--- config.mk ---
export PLATFORM = sky130hd
export DESIGN_NAME = ex_muldiv_unit
export DESIGN_NICKNAME = d
export VERILOG_FILES = /design/src/rtl/ex_muldiv_unit.sv
export SDC_FILE = /design/constraint.sdc
export NUM_CORES = 1
export LEC_CHECK = 0
export BUFFER_PORTS_ARGS = -buffer_cell sky130_fd_sc_hd__clkbuf_2
export CORE_MARGIN = 2
export CORE_UTILIZATION = 39
export DETAILED_ROUTE_END_ITERATION = 8
export HOLD_SLACK_MARGIN = 0.05
export PLACE_DENSITY_LB_ADDON = 0.3
export RECOVER_POWER = 50
export SYNTH_ARGS = -nofsm -noshare
export SYNTH_HDL_FRONTEND = slang
export SYNTH_SLANG_ARGS = --single-unit
--- constraint.sdc ---
create_clock -name clk -period 10.6 [get_ports clk]
set_clock_uncertainty 0.15 [all_clocks]
set_input_delay 2.12 -clock clk [delete_from_list [all_inputs] [get_ports clk]]
set_output_delay 2.12 -clock clk [all_outputs]
set_load 0.05 [all_outputs]
--- src/rtl/ex_muldiv_unit.sv ---
// Iterative RV32M multiply/divide unit for the Execute stage.
// One radix-2 step per cycle on operand magnitudes, sign fixed up at completion.
module ex_muldiv_unit #(
    parameter int DATA_WIDTH = 32
) (
    input  logic                  clk,
    input  logic                  rst,
    input  logic                  start_e_i,
    input  logic [2:0]            op_e_i,
    input  logic [DATA_WIDTH-1:0] src_a_e_i,
    input  logic [DATA_WIDTH-1:0] src_b_e_i,
    input  logic                  flush_e_i,
    output logic                  busy_o,
    output logic                  done_o,
    output logic [DATA_WIDTH-1:0] result_o
);
    localparam int W  = DATA_WIDTH;
    localparam int CW = $clog2(DATA_WIDTH);

    typedef enum logic [1:0] {IDLE, CALC, DONE} state_t;

    state_t        state;
    logic [CW-1:0] cnt;
    logic [2:0]    op_q;
    logic          neg_q;
    logic [W-1:0]  hi_q, lo_q, b_q;

    // start-time decode
    logic         a_neg, b_neg, a_sgn, b_sgn, neg_d;
    logic [W-1:0] a_mag, b_mag, special_res;
    logic         div_zero, div_ovf;

    always_comb begin
        a_neg = src_a_e_i[W-1];
        b_neg = src_b_e_i[W-1];
        a_sgn = (op_e_i == 3'b001) || (op_e_i == 3'b010) || (op_e_i == 3'b100) || (op_e_i == 3'b110);
        b_sgn = (op_e_i == 3'b001) || (op_e_i == 3'b100) || (op_e_i == 3'b110);
        a_mag = (a_sgn && a_neg) ? -src_a_e_i : src_a_e_i;
        b_mag = (b_sgn && b_neg) ? -src_b_e_i : src_b_e_i;
        case (op_e_i)
            3'b001, 3'b100: neg_d = a_neg ^ b_neg;
            3'b010, 3'b110: neg_d = a_neg;
            default:        neg_d = 1'b0;
        endcase
        div_zero = op_e_i[2] && (src_b_e_i == '0);
        div_ovf  = op_e_i[2] && !op_e_i[0] && (src_a_e_i == {1'b1, {(W-1){1'b0}}})
                   && (src_b_e_i == '1);
        if (div_zero)
            special_res = op_e_i[1] ? src_a_e_i : '1;
        else
            special_res = op_e_i[1] ? '0 : {1'b1, {(W-1){1'b0}}};
    end

    // one iteration: hi holds product-high / partial remainder, lo holds multiplier / quotient
    logic [W:0]     mul_sum, div_sh, div_diff;
    logic [W-1:0]   hi_n, lo_n, quo_f, rem_f, fin;
    logic [2*W-1:0] prod_f;

    always_comb begin
        mul_sum  = {1'b0, hi_q} + (lo_q[0] ? {1'b0, b_q} : '0);
        div_sh   = {hi_q, lo_q[W-1]};
        div_diff = div_sh - {1'b0, b_q};
        if (op_q[2]) begin
            if (!div_diff[W]) begin
                hi_n = div_diff[W-1:0];
                lo_n = {lo_q[W-2:0], 1'b1};
            end else begin
                hi_n = div_sh[W-1:0];
                lo_n = {lo_q[W-2:0], 1'b0};
            end
        end else begin
            hi_n = mul_sum[W:1];
            lo_n = {mul_sum[0], lo_q[W-1:1]};
        end
        prod_f = neg_q ? -{hi_n, lo_n} : {hi_n, lo_n};
        quo_f  = neg_q ? -lo_n : lo_n;
        rem_f  = neg_q ? -hi_n : hi_n;
        case (op_q)
            3'b000:                 fin = prod_f[W-1:0];
            3'b001, 3'b010, 3'b011: fin = prod_f[2*W-1:W];
            3'b100, 3'b101:         fin = quo_f;
            default:                fin = rem_f;
        endcase
    end

    assign busy_o = !rst && (((state == IDLE) && start_e_i && !flush_e_i) || (state == CALC));

    always_ff @(posedge clk) begin
        if (rst) begin
            state    <= IDLE;
            cnt      <= '0;
            op_q     <= '0;
            neg_q    <= 1'b0;
            hi_q     <= '0;
            lo_q     <= '0;
            b_q      <= '0;
            done_o   <= 1'b0;
            result_o <= '0;
        end else begin
            done_o <= 1'b0;
            if (flush_e_i) begin
                state <= IDLE;
            end else begin
                case (state)
                    IDLE: if (start_e_i) begin
                        op_q  <= op_e_i;
                        neg_q <= neg_d;
                        hi_q  <= '0;
                        lo_q  <= a_mag;
                        b_q   <= b_mag;
                        cnt   <= '0;
                        if (div_zero || div_ovf) begin
                            result_o <= special_res;
                            done_o   <= 1'b1;
                            state    <= DONE;
                        end else begin
                            state <= CALC;
                        end
                    end
                    CALC: begin
                        hi_q <= hi_n;
                        lo_q <= lo_n;
                        cnt  <= cnt + CW'(1);
                        if (cnt == CW'(W-1)) begin
                            result_o <= fin;
                            done_o   <= 1'b1;
                            state    <= DONE;
                        end
                    end
                    // start is ignored here: the finishing instruction is still in Execute
                    DONE:    state <= IDLE;
                    default: state <= IDLE;
                endcase
            end
        end
    end
endmodule

==> impl_metrics.env <==
export IMPL_status="complete, but fails checks"
export IMPL_violations="max-capacitance violations, max-slew violations"
export IMPL_design_area_um2=16960
export IMPL_total_power_uw=1868
export IMPL_ys_flop_type="dfxtp_1"
export IMPL_r2r_slack_ns=3.25
export IMPL_coreArea_um2=39550
export IMPL_yosysSeqAreaShare=0.1801
export IMPL_dpl_cell_area_um2=16390
export IMPL_synth_adder_area_share=0.05965
export IMPL_synth_most_common_cell="nand2_1"
export IMPL_boundaryPins=105
export IMPL_drive_gt1_frac=0.1011
export IMPL_path_max_fanout=20
export IMPL_nNetsFinal=2308
export IMPL_rsz0062_at_grt="no"
export IMPL_synth_area_top_cells="dfxtp_1 18%, a21oi_1 5.8%, ha_1 5.7%, xnor2_1 5.7%, nand2_1 5.5%"
export IMPL_irDropWorstVdd_v=0.0001312
export IMPL_yosys_register_bits=140
export IMPL_grt_pass1_wl_um=96110
export IMPL_synth_mux_area_frac=0.03754
export IMPL_io_buffers=104
export IMPL_p_leak_uw=0.006287
export IMPL_syn2layout_area_growth_pct=8.956
export IMPL_root_buffer="clkbuf_16"
export IMPL_routed_wl_um=63000
export IMPL_endpoint="result_o[27]"
export IMPL_yosys_area_share_simple=0.2449
export IMPL_synth_top_family_by_area="compound AO/OA/AOI/OAI gates"
export IMPL_n_fill_cell=4106
export IMPL_slew_headroom=-1.082
export IMPL_yosysTopAreaCell="dfxtp_1"
export IMPL_drc=0
export IMPL_initial_core_util=0.3935
export IMPL_crit_start="lo_q[31]"
export IMPL_endpoint_kind="register"
export IMPL_grt_max_degree=87
export IMPL_synth_xor_area_frac=0.09454
export IMPL_maxCapViolations=4
export IMPL_synth_edf_count=0
export IMPL_period_needed_ns=7.352
export IMPL_syn_nets=2300
export IMPL_yosysWarnings=0
export IMPL_fp_dieW_um=203.8
export IMPL_synth_compound_area_share=0.3288
export IMPL_fin_cells=2702
export IMPL_antenna_found_initial=0
export IMPL_hold_viol=0
export IMPL_postCtsSetupRepairBufs=0
export IMPL_worstSetupStartpointType="register"
export IMPL_ctsResizeCount=0
export IMPL_hold_buffers=0
export IMPL_hp_class="register to register"
export IMPL_fin_crit_sh=0.6936
export IMPL_ff2ff_path_depth=19
export IMPL_fmaxAchievable_mhz=136.0
export IMPL_tightest_slew_ns=3.123
export IMPL_syn_area_per_cell_um2=7.219
export IMPL_grt_overflow=0
export IMPL_synth_top_area_share=0.1801
export IMPL_gp_congestion=1.008
export IMPL_rows=73
export IMPL_drtIter0Drc=2134
export IMPL_grt_total_usage=0.2996
export IMPL_ys_types=106
export IMPL_worstPathRequired_ns=10.80
export IMPL_r2r_end="result_o[27]"
export IMPL_worstPathArrival_ns=7.55
export IMPL_htreeDepth=4
export IMPL_diodes=0
export IMPL_final_util=0.4288
export IMPL_cts_tree="done"
export IMPL_numCtsBuffers=17
export IMPL_grt_pass1_vias=16020
export IMPL_fin_setup_tns_ns=0
export IMPL_cts_sinks=140
export IMPL_dr_pass1_iters=6
export IMPL_ctsLongestPathBuffers=2
export IMPL_dp_cells=2670
export IMPL_hpwl_um=48090
export IMPL_path_class="register to register"
export IMPL_synth_area_um2=15560
export IMPL_worst_skew_pair_late_latency_ns=0.47
export IMPL_netlist_instances=2156
export IMPL_setup_viol=0
export IMPL_die_area_um2=41520
export IMPL_synthTopCellsByCount="229 x nand2_1, 193 x nor2_1, 181 x a21oi_1"
export IMPL_die_h_um=203.8
export IMPL_synthArstFlopShare=0
export IMPL_vias_per_cell=6.446
export IMPL_r2r_start="lo_q[31]"
export IMPL_finalMaxSlewViolations=157
export IMPL_num_vias=17420
export IMPL_power_density_nw_per_um2=110.1
export IMPL_wl_per_cell_um=23.32
export IMPL_clk_pin_slew_ns=0.07
export IMPL_ant_nets=0
[placed cells by master (no fill, tap or decap), types with 12 or more instances in the layout]
cell / synthesis / layout
o31ai_1: 22 / 22
or2_2: 12 / 12
nor4_1: 25 / 25
nand2_1: 229 / 229
o21ai_1: 13 / 14
o41ai_1: 12 / 12
nor3_1: 74 / 73
clkbuf_1: 86 / 40
a311oi_1: 23 / 23
inv_1: 66 / 66
a21oi_1: 181 / 181
nor2_1: 193 / 192
mux2i_1: 37 / 37
xor2_1: 67 / 67
or3_1: 28 / 28
o21ai_0: 155 / 153
o21a_1: 15 / 15
a31oi_1: 31 / 31
mux2_2: 15 / 15
buf_4: 3 / 20
o211ai_1: 49 / 49
a21o_1: 34 / 34
ha_1: 71 / 71
dfxtp_1: 140 / 138
nand4_1: 37 / 37
and2_1: 42 / 41
a211oi_1: 53 / 53
o21bai_1: 13 / 13
a22o_1: 19 / 19
nand3_1: 35 / 35
xnor2_1: 101 / 101
clkbuf_2: 0 / 68
clkbuf_16: 0 / 17
[metal layers]
layer,track usage,vias up,share of wire
met5,0,-,0
met4,0.1327,0,0.042
met3,0.07255,147,0.11
met2,0.4464,949,0.43
met1,0.4076,8296,0.42
li1,-,8024,-
[critical path, stage by stage, from the launching register on]
cell and delay [ns]:
dfxtp_1 0.43, inv_1 0.07, ha_1 0.21, inv_1 0.07, fa_1 0.25, a211oi_2 0.13, nor3_1 0.54, o21ai_4 0.15
a21boi_0 1.19, nor3_4 -0.03, buf_4 0.26, nor2_2 0.12, clkbuf_1 1.04, a221oi_1 0.44, nor4_2 0.49, nand2_1 0.41
or4_4 0.65, or4_1 0.41, a31oi_1 0.18, a211oi_1 0.06
[per-stage QoR]
stage | setup slack (ns) | hold slack (ns)
after floorplan | 4.863 | 0.2862
after global placement | 4.203 | 0.2984
after detailed placement | 4.058 | 0.3048
after CTS | 4.134 | 0.3137
after global routing | 2.997 | 0.3559
final | 3.248 | 0.3130
[sequential cells by signal, summed over array words and instances (netlist names)]
| register | count |
|---|---|
| cnt | 5 |
| neg_q | 1 |
| state | 2 |
| result_o | 32 |
| done_o | 1 |
| b_q | 32 |
| hi_q | 32 |
| lo_q | 32 |
| op_q | 3 |
[final cells by class]
class | count | area, µm² | share of cell area
Clock inverter | 13 | 214.0 | 0.01262
Inverter | 67 | 251.5 | 0.01483
Timing Repair Buffer | 128 | 640.6 | 0.03778
Tap cell | 525 | 656.9 | 0.03874
Multi-Input combinational cell | 1810 | 11930 | 0.7038
Sequential cell | 140 | 2808 | 0.1656
Clock buffer | 19 | 452.9 | 0.02671
[power by group]
part	switching [µW]	internal [µW]	total (µW)	leakage [µW]
sequential	25.8	545	571	0.00114
clock	275	431	706	0.000308
combinational	400	191	591	0.00484
total	701	1170	1870	0.00629
[logic make-up (layout without fill, tap and decap cells)]
logic type | count (synthesis) | in the layout
muxes | 55 | 55
AOI/OAI and AO/OA | 748 | 748
adders and majority gates | 73 | 73
xor gates and xnor gates | 168 | 168
DFF | 140 | 140
and+or+nand+nor | 766 | 766
buffers and inverters | 206 | 227
[how the worst min path moves through the flow]
stage | start | to | slack [ns] | depth (start not counted)
2_1_floorplan | cnt[4] | cnt[4] | 0.29 | 2
3_3_place_gp | cnt[4] | cnt[4] | 0.30 | 2
3_5_place_dp | cnt[4] | cnt[4] | 0.30 | 2
4_1_cts | cnt[4] | cnt[4] | 0.31 | 2
5_1_grt | b_q[0] | b_q[0] | 0.36 | 2
6_report | cnt[4] | cnt[4] | 0.31 | 2
Power figures use the tool's default switching activity.
